===== config.mk =====
export PLATFORM = sky130hd
export DESIGN_NAME = mem_arbiter_flat
export DESIGN_NICKNAME = d
export VERILOG_FILES = /design/src/rtl/mem_arbiter_if.sv /design/src/rtl/mem_arbiter.sv /design/src/flat_wrapper.sv
export SDC_FILE = /design/constraint.sdc
export NUM_CORES = 1
export LEC_CHECK = 0
export CORE_ASPECT_RATIO = 0.75
export CORE_MARGIN = 2
export CORE_UTILIZATION = 25
export CTS_CLUSTER_SIZE = 40
export DETAILED_ROUTE_END_ITERATION = 8
export PLACE_DENSITY = 0.95
export RECOVER_POWER = 50
export SYNTH_ARGS = -nofsm -noshare
export SYNTH_HDL_FRONTEND = slang
export SYNTH_SLANG_ARGS = --single-unit
export TNS_END_PERCENT = 1

===== constraint.sdc =====
create_clock -name clk -period 3.6 [get_ports clk]
set_input_delay 0.9 -clock clk [delete_from_list [all_inputs] [get_ports clk]]
set_output_delay 0.9 -clock clk [all_outputs]
set_load 0.005 [all_outputs]

===== src/rtl/mem_arbiter_if.sv =====
// Bundle of the instruction bus, data bus and shared memory port seen by mem_arbiter.
// The slave modport is the arbiter's view; master is the core/memory side.
interface mem_arbiter_if;
  logic [19:1] instr_m_addr;
  logic [15:0] instr_m_data_in;
  logic        instr_m_access;
  logic        instr_m_ack;

  logic [19:1] data_m_addr;
  logic [15:0] data_m_data_in;
  logic [15:0] data_m_data_out;
  logic        data_m_access;
  logic        data_m_ack;
  logic        data_m_wr_en;
  logic [1:0]  data_m_bytesel;
  logic        d_io;

  logic [19:1] q_m_addr;
  logic [15:0] q_m_data_in;
  logic [15:0] q_m_data_out;
  logic        q_m_access;
  logic        q_m_ack;
  logic        q_m_wr_en;
  logic [1:0]  q_m_bytesel;
  logic        q_m_io;

  modport slave (
    input  instr_m_addr, instr_m_access,
    input  data_m_addr, data_m_data_out, data_m_access, data_m_wr_en, data_m_bytesel, d_io,
    input  q_m_data_in, q_m_ack,
    output instr_m_data_in, instr_m_ack, data_m_data_in, data_m_ack,
    output q_m_addr, q_m_data_out, q_m_access, q_m_wr_en, q_m_bytesel, q_m_io
  );

  modport master (
    output instr_m_addr, instr_m_access,
    output data_m_addr, data_m_data_out, data_m_access, data_m_wr_en, data_m_bytesel, d_io,
    output q_m_data_in, q_m_ack,
    input  instr_m_data_in, instr_m_ack, data_m_data_in, data_m_ack,
    input  q_m_addr, q_m_data_out, q_m_access, q_m_wr_en, q_m_bytesel, q_m_io
  );
endinterface


===== src/rtl/mem_arbiter.sv =====
// Two-requester arbiter for a single memory port: data has priority, but a fetch
// that has watched STARVE_LIMIT consecutive data grants wins the next arbitration.
module mem_arbiter #(
  parameter int STARVE_LIMIT = 4
) (
  input logic         clk,
  input logic         reset,
  mem_arbiter_if.slave bus
);

  localparam int CNT_W = (STARVE_LIMIT < 1) ? 1 : $clog2(STARVE_LIMIT + 1);
  localparam logic [CNT_W-1:0] CNT_MAX = CNT_W'(STARVE_LIMIT);

  typedef enum logic [1:0] {IDLE, GRANT_I, GRANT_D, RELEASE} state_t;

  state_t           state, state_next;
  logic [CNT_W-1:0] run_cnt, run_cnt_next;

  always_ff @(posedge clk) begin
    if (reset) begin
      state   <= IDLE;
      run_cnt <= '0;
    end else begin
      state   <= state_next;
      run_cnt <= run_cnt_next;
    end
  end

  // Only IDLE arbitrates; a grant is held until the memory acks, then RELEASE
  // gives the finished requester one cycle to drop its access line.
  always_comb begin
    state_next       = state;
    run_cnt_next     = run_cnt;
    bus.q_m_access   = 1'b0;
    bus.q_m_addr     = '0;
    bus.q_m_data_out = '0;
    bus.q_m_wr_en    = 1'b0;
    bus.q_m_bytesel  = 2'b00;
    bus.q_m_io       = 1'b0;
    bus.instr_m_ack  = 1'b0;
    bus.data_m_ack   = 1'b0;

    case (state)
      IDLE: begin
        if (bus.instr_m_access && (!bus.data_m_access || run_cnt == CNT_MAX)) begin
          state_next   = GRANT_I;
          run_cnt_next = '0;
        end else if (bus.data_m_access) begin
          state_next = GRANT_D;
          if (bus.instr_m_access && run_cnt != CNT_MAX)
            run_cnt_next = run_cnt + CNT_W'(1);
        end
        if (!bus.instr_m_access)
          run_cnt_next = '0;
      end

      GRANT_I: begin
        bus.q_m_access  = 1'b1;
        bus.q_m_addr    = bus.instr_m_addr;
        bus.q_m_bytesel = 2'b11;
        bus.instr_m_ack = bus.q_m_ack;
        if (bus.q_m_ack)
          state_next = RELEASE;
      end

      GRANT_D: begin
        bus.q_m_access   = 1'b1;
        bus.q_m_addr     = bus.data_m_addr;
        bus.q_m_data_out = bus.data_m_data_out;
        bus.q_m_wr_en    = bus.data_m_wr_en;
        bus.q_m_bytesel  = bus.data_m_bytesel;
        bus.q_m_io       = bus.d_io;
        bus.data_m_ack   = bus.q_m_ack;
        if (bus.q_m_ack)
          state_next = RELEASE;
      end

      RELEASE: state_next = IDLE;

      default: state_next = IDLE;
    endcase
  end

  assign bus.instr_m_data_in = bus.q_m_data_in;
  assign bus.data_m_data_in  = bus.q_m_data_in;

  // A requester must keep its access line high for as long as it owns the port.
  instr_hold_a: assert property (@(posedge clk) disable iff (reset)
    (state == GRANT_I) |-> bus.instr_m_access);
  data_hold_a: assert property (@(posedge clk) disable iff (reset)
    (state == GRANT_D) |-> bus.data_m_access);

endmodule


===== src/flat_wrapper.sv =====
// flat-port wrapper written by rule: the top's interface ports become plain ports
module mem_arbiter_flat 
#(
  parameter int STARVE_LIMIT = 4
)
  (clk, reset, bus_instr_m_addr, bus_instr_m_access, bus_data_m_addr, bus_data_m_data_out, bus_data_m_access, bus_data_m_wr_en, bus_data_m_bytesel, bus_d_io, bus_q_m_data_in, bus_q_m_ack, bus_instr_m_data_in, bus_instr_m_ack, bus_data_m_data_in, bus_data_m_ack, bus_q_m_addr, bus_q_m_data_out, bus_q_m_access, bus_q_m_wr_en, bus_q_m_bytesel, bus_q_m_io);
  mem_arbiter_if bus_i ();
  input logic clk;
  input logic reset;
  input wire logic [$bits(bus_i.instr_m_addr)-1:0] bus_instr_m_addr;
  input wire logic [$bits(bus_i.instr_m_access)-1:0] bus_instr_m_access;
  input wire logic [$bits(bus_i.data_m_addr)-1:0] bus_data_m_addr;
  input wire logic [$bits(bus_i.data_m_data_out)-1:0] bus_data_m_data_out;
  input wire logic [$bits(bus_i.data_m_access)-1:0] bus_data_m_access;
  input wire logic [$bits(bus_i.data_m_wr_en)-1:0] bus_data_m_wr_en;
  input wire logic [$bits(bus_i.data_m_bytesel)-1:0] bus_data_m_bytesel;
  input wire logic [$bits(bus_i.d_io)-1:0] bus_d_io;
  input wire logic [$bits(bus_i.q_m_data_in)-1:0] bus_q_m_data_in;
  input wire logic [$bits(bus_i.q_m_ack)-1:0] bus_q_m_ack;
  output wire logic [$bits(bus_i.instr_m_data_in)-1:0] bus_instr_m_data_in;
  output wire logic [$bits(bus_i.instr_m_ack)-1:0] bus_instr_m_ack;
  output wire logic [$bits(bus_i.data_m_data_in)-1:0] bus_data_m_data_in;
  output wire logic [$bits(bus_i.data_m_ack)-1:0] bus_data_m_ack;
  output wire logic [$bits(bus_i.q_m_addr)-1:0] bus_q_m_addr;
  output wire logic [$bits(bus_i.q_m_data_out)-1:0] bus_q_m_data_out;
  output wire logic [$bits(bus_i.q_m_access)-1:0] bus_q_m_access;
  output wire logic [$bits(bus_i.q_m_wr_en)-1:0] bus_q_m_wr_en;
  output wire logic [$bits(bus_i.q_m_bytesel)-1:0] bus_q_m_bytesel;
  output wire logic [$bits(bus_i.q_m_io)-1:0] bus_q_m_io;
  assign bus_i.instr_m_addr = bus_instr_m_addr;
  assign bus_i.instr_m_access = bus_instr_m_access;
  assign bus_i.data_m_addr = bus_data_m_addr;
  assign bus_i.data_m_data_out = bus_data_m_data_out;
  assign bus_i.data_m_access = bus_data_m_access;
  assign bus_i.data_m_wr_en = bus_data_m_wr_en;
  assign bus_i.data_m_bytesel = bus_data_m_bytesel;
  assign bus_i.d_io = bus_d_io;
  assign bus_i.q_m_data_in = bus_q_m_data_in;
  assign bus_i.q_m_ack = bus_q_m_ack;
  assign bus_instr_m_data_in = bus_i.instr_m_data_in;
  assign bus_instr_m_ack = bus_i.instr_m_ack;
  assign bus_data_m_data_in = bus_i.data_m_data_in;
  assign bus_data_m_ack = bus_i.data_m_ack;
  assign bus_q_m_addr = bus_i.q_m_addr;
  assign bus_q_m_data_out = bus_i.q_m_data_out;
  assign bus_q_m_access = bus_i.q_m_access;
  assign bus_q_m_wr_en = bus_i.q_m_wr_en;
  assign bus_q_m_bytesel = bus_i.q_m_bytesel;
  assign bus_q_m_io = bus_i.q_m_io;
  mem_arbiter #(.STARVE_LIMIT(STARVE_LIMIT)) u_core (.clk(clk), .reset(reset), .bus(bus_i));
endmodule

Yosys cells after proc, flatten, opt, wreduce, memory -nomap -nowiden
Cells that the tools add are included.
- output and inout bits: 74
- logic and storage cells: 36
- register bits after elaboration: 5
- equality and inequality tests: 9
- mux-type cells: 16
- reduce and logical (&&, ||, !) cells: 8
- add/subtract/negate cells: 1
- operators with widths (operator ; count):
    case mux 19 bit (2 select lines) ; 1
    two-way mux 16 bit ; 1
    two-way mux 3 bit ; 4
    two-way mux 2 bit ; 3
    inequality test 3 x 1 -> 1 bit (second input constant) ; 2
    case mux 2 bit (3 select lines) ; 1
    two-way mux 1 bit ; 5
    == test 2 bit (second input constant) ; 2
    case mux 2 bit (2 select lines) ; 1
    adder 3 x 1 -> 3 bit (second input constant) ; 1
    == test 3 bit (second input constant) ; 1
    inequality test 3 x 2 -> 1 bit (second input constant) ; 1
    inequality test 3 bit (second input constant) ; 1
    AND reduction 3 bit ; 1
    == test 2 x 1 -> 1 bit (second input constant) ; 1
    logical AND 1 bit ; 2
    logical NOT 2 bit ; 1
    inequality test 2 x 1 -> 1 bit (second input constant) ; 1
    AND reduction 2 bit ; 1
    OR reduction 2 bit ; 1
    logical NOT 1 bit ; 1
    logical OR 1 bit ; 1

Depth between registers and ports, before layout
- depth after elaboration: 6
- depth in mapped cells: 5
- gate-level depth less buffers: 5

Least setup slack after synthesis
No wires, ideal clock.
- path kind: reg-to-output
- start: reg u_core.state[0]
- end: out bus_q_m_addr[0]
- path buffers: 1
- path slack: 1.553 ns
- data arrival time: 1.147 ns
- cell stages (with the launch flop): 5
- cells stage by stage: dfxtp_1 -> inv_1 -> ha_1 -> clkbuf_1 -> nor2b_1
- longest elaborated chain between the ends: 2
- elaborated cells on any way between the ends: 3
- classes of those cells: 2 x eq/ne; 1 x mux
- ends and longest elaborated chain (what ; RTL line ; text):
    start: declaration ; mem_arbiter.sv:16 ; state_t state, state_next;
    start signal: assignment ; mem_arbiter.sv:24 ; state <= state_next;
    == test 2 bit / == test 2 x 1 -> 1 bit (equally long branches) ; mem_arbiter.sv:43 ; case (state)
    case mux 19 bit (2 select lines) (*) ; mem_arbiter.sv:43 ;
    end: declaration ; flat_wrapper.sv:24 ; output wire logic [$bits(bus_i.q_m_addr)-1:0] bus_q_m_addr;
Every way passes the cells marked *; elsewhere a longest branch is shown, timed or not.

Worst setup path in the final report
- start: reg u_core.state[0]
- end: out bus_q_m_addr[15]
The elaborated chain is that of the path after synthesis.

==> flow_summary.toml <==
[clock_tree]
hold_buffers = 0
root_buffer = "clkbuf_8"
clock_latency_ps = 220
tritoncts = "yes"
cts_made_buffers = 3
path_clk_slew_ps = 30
cts_htree_levels = 1
cts_sinks = 5
post_cts.repair.setup_buffers = 0
cts_resized = 0
cts_buffer_depth = 2

[synth]
ys_async_sr_fraction_pct = 0
synth_area_mm2 = 0.001026
synth_edf_count = 0
syn-num-nets = 224
syn_avg_cell_area_um2 = 7.381
synthMuxAreaShare_pct = 2.073
yosys_warnings = 0
synth_xor_area_share_pct = 0.8537
ys_ff_latch = 5
synth_compound_area_share_pct = 21.10
synth_simple_gate_area_share_pct = 30.24
synth_top_family_by_area = "simple AND/OR/NAND/NOR gates"
synthDistinctLibCells = 26
synth_adder_area_share_pct = 7.317
syn-instance-count = 139
ys.flop_type = "dfxtp_1"
ys_seq_area_share_pct = 9.756

[setup_path]
end_kind = "output pin"
reg2reg_from = "u_core.state[0]$_SDFFE_PP0P_"
worst-path-max-fanout = 25
critical_path_class = "flop to output pin"
startpoint_type = "flop"
crit_arrival_ps = 2130
worstRegToRegCells = 5
cp.required_ps = 2700
r2r_setup_slack_ps = 1780
rr_endpoint = "u_core.state[1]$_SDFFE_PP0P_"

[routing]
wl_um = 3167
drt_iter0_markers = 29
vias = 1158
final_antenna_net_count = 0
drc = 0
drt_first_pass_iters = 4
via_per_inst = 4.370
wl_per_cell_um = 11.95

[power_and_ir_drop]
leakage_uw = 0.0006891
powerDensity_mw_per_mm2 = 545.0
ir_worst_vdd_mv = 0.4904
fin_total_pwr_uw = 1051

[floorplanning]
initial_core_util_pct = 25.62
die_area_mm2 = 0.004638
dieHeight_um = 59.48
io_pins = 153
core_mm2 = 0.004004
rows = 20
dieWidth_um = 77.97

[min_path]
min_to = "u_core.run_cnt[0]$_SDFFE_PP0P_"
hold_depth = 2
hp-class = "flop to flop"
hp-start = "u_core.run_cnt[0]$_SDFFE_PP0P_"

[grt]
antenna_found_initial = 0
grt_pass1_vias = 1081
grt_use_met2_pct = 23.65
grt.met3_usage_pct = 4.726
grt_use_total_pct = 12.68
gr-max-usage-layer = "met2"
grt_pass1_wl_um = 4802
overflow = 0
use_met1_pct = 14.17
grt_max_degree = 26

[finish]
fin_nets = 296
area_delta_synth_final_pct = 87.93
layout-drive-gt1-share_pct = 3.810
fill_cells = 407
num_antenna_cells = 0

[sta]
setup_ws_ps = 574.3
fmax_mhz = 330.5
slew_headroom_pct = 57.19
setup-violations-final = 0
fin_skew_ps = 0.4083
drv_slew = 0
rsz0062_at_grt = "no"
fin_crit_sh_pct = 84.05
setup_tns_ps = 0
period_minus_slack_ps = 3026
tightest_slew_ps = 642.1
hold_viol = 0

[job]
drv_cap = 0

[placement]
hpwl_um = 2591
pre_cts_slack_ps = 603.8
gp_routability_congestion = 0.7273
io_buffers = 104

[run_status]
status = "complete, no violations"
==> cell usage after synthesis, types with 2 or more instances <==
cell type  number  area (µm²)
buf_4          32       240.2
and2_1         20       125.1
ha_1            6       75.07
a211oi_1        2       15.01
clkbuf_1        4       15.01
dfxtp_1         5       100.1
nand2_1         2       7.510
buf_2           4       20.02
a21oi_1         3       15.01
a22oi_1        19       142.6
nand3_1         2       10.01
nor2b_1        22       137.6
inv_1           5       18.77
==> state kept, by name, indices dropped and copies added, names as in the netlist <==
signal / count
u_core.state: 2
u_core.run_cnt: 3
==> routing by layer <==
layer	routed length, µm	share of wire (%)
met1	1285	41
met2	1619	51
met3	246	7.8
met4	16	0.51
met5	0	0
==> worst max path at each step <==
| stage | from | endpoint | slack [ps] | cells after the start |
|---|---|---|---|---|
| floorplan | u_core.state[0]$_SDFFE_PP0P_ | bus_q_m_addr[0] | 1550 | 4 |
| global placement | bus_data_m_addr[15] | bus_q_m_addr[15] | 610 | 4 |
| detailed placement | bus_data_m_addr[15] | bus_q_m_addr[15] | 600 | 4 |
| CTS | u_core.state[0]$_SDFFE_PP0P_ | bus_q_m_addr[15] | 560 | 4 |
| global route | u_core.state[0]$_SDFFE_PP0P_ | bus_q_m_addr[15] | 460 | 4 |
| finish | u_core.state[0]$_SDFFE_PP0P_ | bus_q_m_addr[15] | 570 | 4 |
==> power breakdown <==
group / internal (µW) / switching (µW)
sequential: 69.9 / 9.67
clock: 75.8 / 25.2
combinational: 518 / 353
==> through the flow <==
step / instances / area, µm² / utilization (%) / hold WS (ps)
6_report: 265 / 1928 / 48.16 / 517.1
5_1_grt: 265 / 1928 / 48.16 / 535.3
4_1_cts: 265 / 1928 / 48.16 / 523.8
3_5_place_dp: 261 / 1883 / 47.03 / 514.2
3_3_place_gp: 261 / 1883 / 47.03 / 496.6
2_1_floorplan: 139 / 1026 / - / 474.2
==> placed cells by master, fill, tap and decap left out, drive strengths merged, types with 3 or more instances in the layout <==
master,instances
nand2,3
ha,6
a22oi,19
clkbuf,4
dfxtp,5
buf,3
inv,5
a21oi,4
dlygate4sd3,3
and2,20
clkdlybuf4s50,101
nor2b,22
==> worst max-delay path, cell delays in order (launching register included) <==
cell             delay (ps)
dfxtp_1                 350
inv_1                   100
ha_1                    710
nor2b_1                 220
clkdlybuf4s50_1         530
==> logic make-up (layout without fill, tap and decap cells) <==
group                    after synthesis  count (layout)
multiplexers                           2               2
AND/OR/NAND/NOR                       51              51
flip-flops                             5               5
buffers and inverters                 45             116
adder cells (fa/ha/maj)                6               6
XOR/XNOR                               1               1
AO/OA/AOI/OAI                         29              29
==> cell type report <==
| class | instances | area, µm² | area share (%) |
|---|---|---|---|
| Timing Repair Buffer | 107 | 1064 | 55.16 |
| Tap cell | 55 | 68.82 | 3.569 |
| Inverter | 5 | 18.77 | 0.9734 |
| Clock buffer | 4 | 45.04 | 2.336 |
| Sequential cell | 5 | 100.1 | 5.191 |
| Multi-Input combinational cell | 89 | 631.9 | 32.77 |
No activity file was read; power rests on OpenSTA's default activity.
